## config.mk

```make
export PLATFORM = sky130hd
export DESIGN_NAME = fetch_unit
export DESIGN_NICKNAME = d
export VERILOG_FILES = /design/src/rtl/fetch_unit.sv
export SDC_FILE = /design/constraint.sdc
export NUM_CORES = 1
export LEC_CHECK = 0
export CAP_MARGIN = 20
export CORE_MARGIN = 3
export CORE_UTILIZATION = 25
export CTS_BUF_LIST = sky130_fd_sc_hd__clkbuf_4
export CTS_CLUSTER_SIZE = 20
export DETAILED_ROUTE_END_ITERATION = 16
export DONT_BUFFER_PORTS = 1
export GPL_ROUTABILITY_DRIVEN = 0
export PLACE_DENSITY = 0.41
export SYNTH_ARGS = -nofsm -noshare
export SYNTH_HDL_FRONTEND = slang
export SYNTH_SLANG_ARGS = --single-unit
export TNS_END_PERCENT = 10
```

## constraint.sdc

```tcl
create_clock -name clk -period 17.49 [get_ports clk]
set_input_delay 0.8745 -clock clk [delete_from_list [all_inputs] [get_ports clk]]
set_output_delay 0.8745 -clock clk [all_outputs]
set_load 0.005 [all_outputs]
```

## src/rtl/fetch_unit.sv

```systemverilog
// fetch_unit
// Instruction fetch stage. Fetches 64-byte lines over the Sysbus
// request/response interface into a one-line buffer and hands sequential
// 32-bit instructions to decode over a valid/ready handshake. Downstream
// redirects move the PC and either hit the buffered line or start a refetch.
//
// Ports
//   clk, reset            clock, synchronous active-high reset
//   entry                 PC loaded while reset is asserted
//   redirect_valid/_pc    redirect request and target (bits [1:0] ignored)
//   inst_valid/_ready     decode handshake
//   inst, inst_pc         instruction word and its address
//   bus_reqcyc/_req/_reqtag/_reqack   line read request channel
//   bus_respcyc/_respack/_resp/_resptag response beat channel (tag ignored)
//
// The line is 8 beats of BUS_DATA_WIDTH; instruction extraction assumes
// 64-bit beats (two instructions per beat, even word in the low half).
module fetch_unit #(
  parameter int BUS_DATA_WIDTH = 64,
  parameter int BUS_TAG_WIDTH  = 13,
  parameter logic [BUS_TAG_WIDTH-1:0] READ_TAG = 13'h1100
) (
  input  logic                      clk,
  input  logic                      reset,
  input  logic [63:0]               entry,
  input  logic                      redirect_valid,
  input  logic [63:0]               redirect_pc,
  output logic                      inst_valid,
  input  logic                      inst_ready,
  output logic [31:0]               inst,
  output logic [63:0]               inst_pc,
  output logic                      bus_reqcyc,
  output logic [63:0]               bus_req,
  output logic [BUS_TAG_WIDTH-1:0]  bus_reqtag,
  input  logic                      bus_reqack,
  input  logic                      bus_respcyc,
  output logic                      bus_respack,
  input  logic [BUS_DATA_WIDTH-1:0] bus_resp,
  input  logic [BUS_TAG_WIDTH-1:0]  bus_resptag
);

  typedef enum logic [1:0] {
    IDLE  = 2'd0,
    REQ   = 2'd1,
    RESP  = 2'd2,
    SERVE = 2'd3
  } state_t;

  state_t state, state_next;

  // Control state (reset)
  logic [63:0] pc;
  logic        line_ok;
  logic        stale;
  logic [2:0]  beat;
  logic        bubble;

  // Data state (no reset; qualified by line_ok / state)
  logic [63:0]               req_addr;
  logic [57:0]               line_tag;
  logic [BUS_DATA_WIDTH-1:0] line_buf [8];

  logic [63:0]               redirect_al;
  logic                      hit_pc;
  logic                      hit_redirect;
  logic                      handshake;
  logic                      last_beat;
  logic                      line_end;
  logic                      refetch;
  logic [BUS_DATA_WIDTH-1:0] cur_beat;
  logic                      unused_inputs;

  assign unused_inputs = ^{bus_resptag, entry[1:0], redirect_pc[1:0]};

  assign redirect_al  = {redirect_pc[63:2], 2'b00};
  assign hit_pc       = line_ok && (pc[63:6] == line_tag);
  assign hit_redirect = line_ok && (redirect_al[63:6] == line_tag);

  // A redirect in the same cycle overrides the decode handshake.
  assign handshake = (state == SERVE) && !bubble && inst_ready && !redirect_valid;
  assign line_end  = (pc[5:2] == 4'hF);
  assign last_beat = (state == RESP) && bus_respcyc && (beat == 3'd7);
  // A line is thrown away if a redirect arrived during the transaction or
  // coincides with its final beat.
  assign refetch   = stale || redirect_valid;

  assign cur_beat = line_buf[pc[5:3]];

  always_ff @(posedge clk) begin
    if (reset) begin
      state <= IDLE;
    end else begin
      state <= state_next;
    end
  end

  always_comb begin
    state_next  = state;
    inst_valid  = 1'b0;
    inst        = '0;
    inst_pc     = '0;
    bus_reqcyc  = 1'b0;
    bus_req     = '0;
    bus_reqtag  = '0;
    bus_respack = 1'b0;
    case (state)
      IDLE: begin
        if (redirect_valid) begin
          state_next = hit_redirect ? SERVE : IDLE;
        end else begin
          state_next = hit_pc ? SERVE : REQ;
        end
      end
      REQ: begin
        bus_reqcyc = 1'b1;
        bus_req    = req_addr;
        bus_reqtag = READ_TAG;
        if (bus_reqack) begin
          state_next = RESP;
        end
      end
      RESP: begin
        bus_respack = bus_respcyc;
        if (last_beat) begin
          state_next = refetch ? REQ : SERVE;
        end
      end
      SERVE: begin
        // The cycle right after a redirect is a bubble.
        inst_valid = !bubble;
        inst       = pc[2] ? cur_beat[32 +: 32] : cur_beat[31:0];
        inst_pc    = pc;
        if (redirect_valid) begin
          state_next = hit_redirect ? SERVE : IDLE;
        end else if (handshake && line_end) begin
          state_next = REQ;
        end
      end
      default: state_next = IDLE;
    endcase
  end

  always_ff @(posedge clk) begin
    if (reset) begin
      pc      <= {entry[63:2], 2'b00};
      line_ok <= 1'b0;
      stale   <= 1'b0;
      beat    <= 3'd0;
      bubble  <= 1'b0;
    end else begin
      bubble <= redirect_valid;
      if (redirect_valid) begin
        pc <= redirect_al;
      end else if (handshake) begin
        pc <= pc + 64'd4;
      end
      case (state)
        REQ: begin
          if (redirect_valid) begin
            stale <= 1'b1;
          end
          if (bus_reqack) begin
            beat    <= 3'd0;
            line_ok <= 1'b0;
          end
        end
        RESP: begin
          if (bus_respcyc) begin
            beat <= beat + 3'd1;
          end
          if (last_beat) begin
            if (refetch) begin
              stale <= 1'b0;
            end else begin
              line_ok <= 1'b1;
            end
          end else if (redirect_valid) begin
            stale <= 1'b1;
          end
        end
        default: ;
      endcase
    end
  end

  always_ff @(posedge clk) begin
    case (state)
      IDLE: begin
        if (!redirect_valid && !hit_pc) begin
          req_addr <= {pc[63:6], 6'b0};
        end
      end
      RESP: begin
        if (bus_respcyc) begin
          line_buf[beat] <= bus_resp;
        end
        if (last_beat) begin
          if (refetch) begin
            // Refetch from wherever the PC now points (including a redirect
            // landing in this same cycle).
            req_addr <= redirect_valid ? {redirect_al[63:6], 6'b0} : {pc[63:6], 6'b0};
          end else begin
            line_tag <= req_addr[63:6];
          end
        end
      end
      SERVE: begin
        // Line after the last word; wraps modulo 2^64.
        if (handshake && line_end) begin
          req_addr <= {pc[63:6] + 58'd1, 6'b0};
        end
      end
      default: ;
    endcase
  end

endmodule

```

# [Word level (Yosys, flattened, before mapping)]
# Memories as Yosys holds them, arrays and structs flattened. A register that Yosys moved wholly into a read port is not among the register bits.
# Cells that the tools add are included.
[classes] n_bitwise=1 reduce_logical=24 add_sub_neg=3 muxes=41 eq_ne=16
[ops] op="$mux 64" count=10
[ops] op="$pmux 64 s3" count=1
[ops] op="$eq 58x58->1" count=2
[ops] op="$add 64x3->64 const B" count=1
[ops] op="$mux 32" count=2
[ops] op="$add 58x1->58 const B" count=1
[ops] op="$mux 2" count=8
[ops] op="$mux 13" count=1
[ops] op="$mux 1" count=12
[ops] op="$ne 2x2->1 const B" count=6
[ops] op="$logic_and 1x1->1" count=9
[ops] op="$mux 3" count=3
[ops] op="$reduce_and 3->1" count=3
[ops] op="$pmux 2 s4" count=1
[ops] op="$pmux 3 s2" count=1
[ops] op="$reduce_bool 3->1" count=2
[ops] op="$reduce_and 5->1" count=1
[ops] op="$eq 2x2->1 const B" count=2
[ops] op="$eq 4x4->1 const B" count=1
[ops] op="$pmux 1 s2" count=2
[ops] op="$reduce_and 4->1" count=1
[ops] op="$add 3x1->3 const B" count=1
[ops] op="$eq 3x3->1 const B" count=1
[ops] op="$logic_not 1->1" count=3
[ops] op="other kinds (10)" count=10
[totals] input_bits=211 reg_bits=194 n_memories=1 ramBits=512
[memory_table] memory="line_buf" words=8 width=64 read_ports=1 rd_clocked_by_memory_dff=1 wr=1 line="61" text="logic [BUS_DATA_WIDTH-1:0] line_buf [8];"

# [Longest topological paths before layout]
[depth] word_depth=8 depth_mapped=11 depth_no_buf=8

# [Worst setup path after synthesis]
# OpenSTA, ideal clock, no wires.
[synth_path] path_kind="input port to flip-flop" from="input bus_respcyc" to="memory line_buf[0][0], enable pin" setup_slack_ps=11251 cell_stages=4 t_arrival_ps=5675 setup_time_ps=565 path_buffers=1 path_cell_list="and2_1 clkbuf_1 nand2b_1 nor3_1"
[synth_between] elab_chain_cells=3
[synth_rtl] item="from (decl)" line="36" text="input logic bus_respcyc,"
[synth_rtl] item="$mux 1" line="194" text="if (bus_respcyc) begin"
[synth_rtl] item="$mux 1" line="187" text="case (state)"
[synth_rtl] item="$mux 1 (implied by the code)" line="195" text="line_buf[beat] <= bus_resp;"
[synth_rtl] item="to (decl)" line="61"
# No other way between the ends.

==> results.md <==
Run status:
- The run finished with clean final reports.

Place:
- The port buffer count is 0.
- The pre-CTS setup slack is 12890 ps.
- The half-perimeter wire length after placement is 75.62 mm.
- Including well taps, the total number of placed cells is 3743.

Synth:
- The count of unique library cells instantiated by Yosys is 68.
- The number of enable-type register cells in the synthesized netlist is 690.
- The number of flip-flops and latches in the synthesized netlist is around 700.
- The synthesized netlist cell count is roughly 2200.
- In the post-synthesis netlist, the cell with the most instances is sky130_fd_sc_hd__edfxtp_1.
- For this run, the register share of the synthesized area comes to roughly 65%.
- sky130_fd_sc_hd__edfxtp_1 takes more of the synthesized area than any other cell.
- The Yosys step of the flow raised 0 warnings.
- The dominant register cell in the synthesized netlist is sky130_fd_sc_hd__edfxtp_1.
- The mean cell area of the mapped netlist is 14.64 µm².
- The proportion of synthesized flip-flops having asynchronous set or reset is 0%.
- Sorting the synthesized cells by area gives the leading types as sky130_fd_sc_hd__edfxtp_1, sky130_fd_sc_hd__mux4_2, sky130_fd_sc_hd__a21oi_1.
- The top cell type's share of synthesized area is 64.17%.
- In this run the cell area of the synthesized design comes to about 0.032 mm².
- The commonest cells after synthesis are sky130_fd_sc_hd__edfxtp_1, sky130_fd_sc_hd__mux4_2, sky130_fd_sc_hd__nand2_1.

STA:
- At the pin with the least slew margin, the transition time is 1121 ps.
- For the final routed database, the setup TNS stands at 0 ps.
- Derived from the worst setup path, the maximum achievable clock frequency is ~200 MHz.
- The final-report max-slew violation count is 0.
- The worst clock skew is 86.83 ps.
- After layout, the minimum clock period comes to 5128 ps.
- Setup repair after global routing left no endpoint under its margin.
- The number of hold violations in the final report is 0.
- The tightest slew margin relative to the limit is between 20% and 30%.
- The worst path meets setup with 12360 ps of slack.
- The number of setup violations in the final report is 0.
- The period utilization is 29.32%.

Floorplan:
- The number of rows created at floorplan is 131.
- The total area inside the core boundary comes to 0.1278 mm².
- The die covers 0.1335 mm².
- The width of the die is 365.4 µm.
- The initial utilization of the core area, before any placement, comes to 25.26%.
- The height of the die is 365.4 µm.
- The total I/O pin count is 387.

Global routing:
- The total overflow reported by the global router is 0.
- For this run, the total global-route usage over all layers was measured as 17.64%.
- The global-route wire length before repair is approximately 170 mm.
- Entering global routing, the biggest net connects between 100 and 150 pins.
- The via count of the first global-routing pass is 22226.
- The number of antenna violations at the first check in global routing is 25.

Worst setup path:
- The kind of start point of the critical path is a register.
- STA classifies the critical path endpoint as a primary output.
- By startpoint and endpoint, the worst setup path is classified as register to primary output.
- The data required time at the worst endpoint is 16620 ps.
- The critical path arrival is approximately 4300 ps.
- The peak fanout along the critical path is 49.

Job:
- Across the run, the number of max-cap violations was 0.

Cells and area:
- The number of nets in the final layout is around 2700.
- The area growth from synthesis to layout is 20.62%.
- The post-route netlist has between 20 and 25% of its cells at a drive strength greater than 1.
- The finished layout holds between 4000 and 5000 standard cells, fillers aside.

Clocking:
- The number of clock buffers added by TritonCTS is 199.
- The number of setup buffers added after CTS is 0.
- The H-tree generated during clock tree synthesis spans 4 levels.
- The CTS tree is done.
- The CTS root buffer is sky130_fd_sc_hd__clkbuf_4.
- The buffer depth of the longest clock path is 3.
- The number of instances resized during post-cts repair is 0.
- Clock-pin slew was measured on the worst setup and hold paths at 60 ps.
- The number of hold-repair buffers added at the cts stage is 224.
- The TritonCTS sink count is 701.
- At the later pin of the worst-skew pair, clock insertion delay measures between 1000 and 1500 ps.

Pwr:
- The analysis attributes to cell leakage a power of about 13 nW.
- In this run the power density over the cells is between 100 and 150 mW/mm².
- The worst-case IR drop observed on VDD is between 0.05 and 0.06 mV.

Routing:
- Once detail routing completed, the nets flagged for antenna violations numbered 0.
- For this run, design rule violations remaining after detail routing come to 0.
- The total wire length after detailed routing is between 100 and 150 mm.
- The first-pass iteration count of the detailed router is 6.
- After detailed routing, the average wire length per cell comes to 27.90 µm.
- The via count is 22039.
- The first routing iteration left between 2000 and 2500 violations.
- The routed via count divided by cell count is 5.098.

Worst hold path:
- The worst hold path belongs to the class input pin to register.
==> worst paths after layout <==
path | startpoint | to | slack, ps | depth (start not counted)
hold / removal | redirect_pc[11] | req_addr[11]$_DFFE_PP_ | 180 | 2
setup reg to reg | state[1]$_SDFFE_PP0P_ | line_buf[6][11]$_DFFE_PP_ | 12930 | 6
setup / recovery | register | inst[11] | 12360 | 6
hold reg to reg | req_addr[8]$_DFFE_PP_ | line_tag[2]$_DFFE_PP_ | 440 | 0
==> stage by stage <==
stage | utilization (%) | power, mW | hold WS (ps) | cell area, µm²
2_1_floorplan | - | 2.291 | 417.4 | 32360
3_3_place_gp | 26.64 | 2.437 | 426.2 | 34050
3_5_place_dp | 26.65 | 2.441 | 435.3 | 34070
4_1_cts | 30.38 | 4.060 | 1.139 | 38840
5_1_grt | 30.44 | 4.192 | 49.00 | 38920
6_report | 30.46 | 3.993 | 181.8 | 38950
==> cells by family (layout without fill, tap and decap cells) <==
group	count (synthesis)	count (layout)	share of synthesized area, %
DFF	701	701	64.85
and+or+nand+nor	603	603	9.765
buffers and inverters	232	650	3.050
xor gates and xnor gates	124	124	3.364
AOI/OAI and AO/OA	335	335	6.196
other	1	39	0.01161
adders and majority gates	4	4	0.1550
muxes	205	205	12.61
==> worst max-delay path, stage by stage (launching register included) <==
cell and delay, ps:
sky130_fd_sc_hd__dfxtp_4 470, sky130_fd_sc_hd__buf_4 440, sky130_fd_sc_hd__buf_16 310, sky130_fd_sc_hd__buf_4 680
sky130_fd_sc_hd__mux4_2 410, sky130_fd_sc_hd__mux4_2 470, sky130_fd_sc_hd__and2_1 240
==> per-layer routing <==
layer	up-vias	share of wire, %	GRT usage [%]
met5	-	0.046	0
met2	1263	46	27.85
li1	9284	-	-
met4	8	4.8	8.551
met3	307	9.9	5.841
met1	11177	39	21.72
==> layout by cell type, fill, tap and decap left out, drive strengths merged, types with 5 or more instances in the layout <==
master | synthesis | final
diode | 0 | 20
nand2 | 142 | 142
dfxtp | 11 | 11
nor2 | 109 | 109
a21oi | 120 | 120
o21ai | 101 | 101
mux2 | 13 | 13
xor2 | 56 | 56
a22o | 10 | 10
nor2b | 8 | 8
o221ai | 7 | 7
a221oi | 8 | 8
edfxtp | 690 | 690
nand3 | 38 | 38
o32ai | 12 | 12
inv | 48 | 57
nor3 | 25 | 25
and4 | 8 | 8
conb | 1 | 19
xnor2 | 68 | 68
or3 | 13 | 13
nand4 | 53 | 53
and3 | 58 | 58
nand2b | 6 | 6
o31ai | 6 | 6
o2bb2ai | 9 | 9
buf | 62 | 46
mux4 | 160 | 160
nor4 | 32 | 32
clkbuf | 121 | 299
dlygate4sd3 | 0 | 221
clkinv | 1 | 27
a2bb2oi | 5 | 5
o22ai | 35 | 35
or2 | 7 | 7
and2 | 93 | 93
mux2i | 32 | 32
==> sequential cells by signal, summed over array words and instances (netlist names), named ones only <==
| register | cells |
|---|---|
| beat | 3 |
| bubble | 1 |
| line_buf | 512 |
| line_ok | 1 |
| line_tag | 58 |
| pc | 62 |
| req_addr | 58 |
| stale | 1 |
| state | 2 |
==> power breakdown <==
group / leakage [nW] / internal, mW / total [mW] / switching, mW
Combinational: 4.84 / 0.215 / 0.480 / 0.265
Sequential: 6.43 / 1.92 / 2.00 / 0.0896
Clock: 1.49 / 0.780 / 1.51 / 0.727
Total: 12.8 / 2.91 / 3.99 / 1.08
==> layout make-up <==
class | count | area (µm²)
diodes | 20 | 50.05
clock buffers | 299 | 2245
clock inverters | 35 | 241.5
fillers | 12904 | 88900
inverters | 49 | 183.9
multi-input cells | 1290 | 10530
flip-flops and latches | 701 | 20960
well taps | 1662 | 2079
repair buffers | 267 | 2658
No activity file was read; power rests on OpenSTA's default activity.
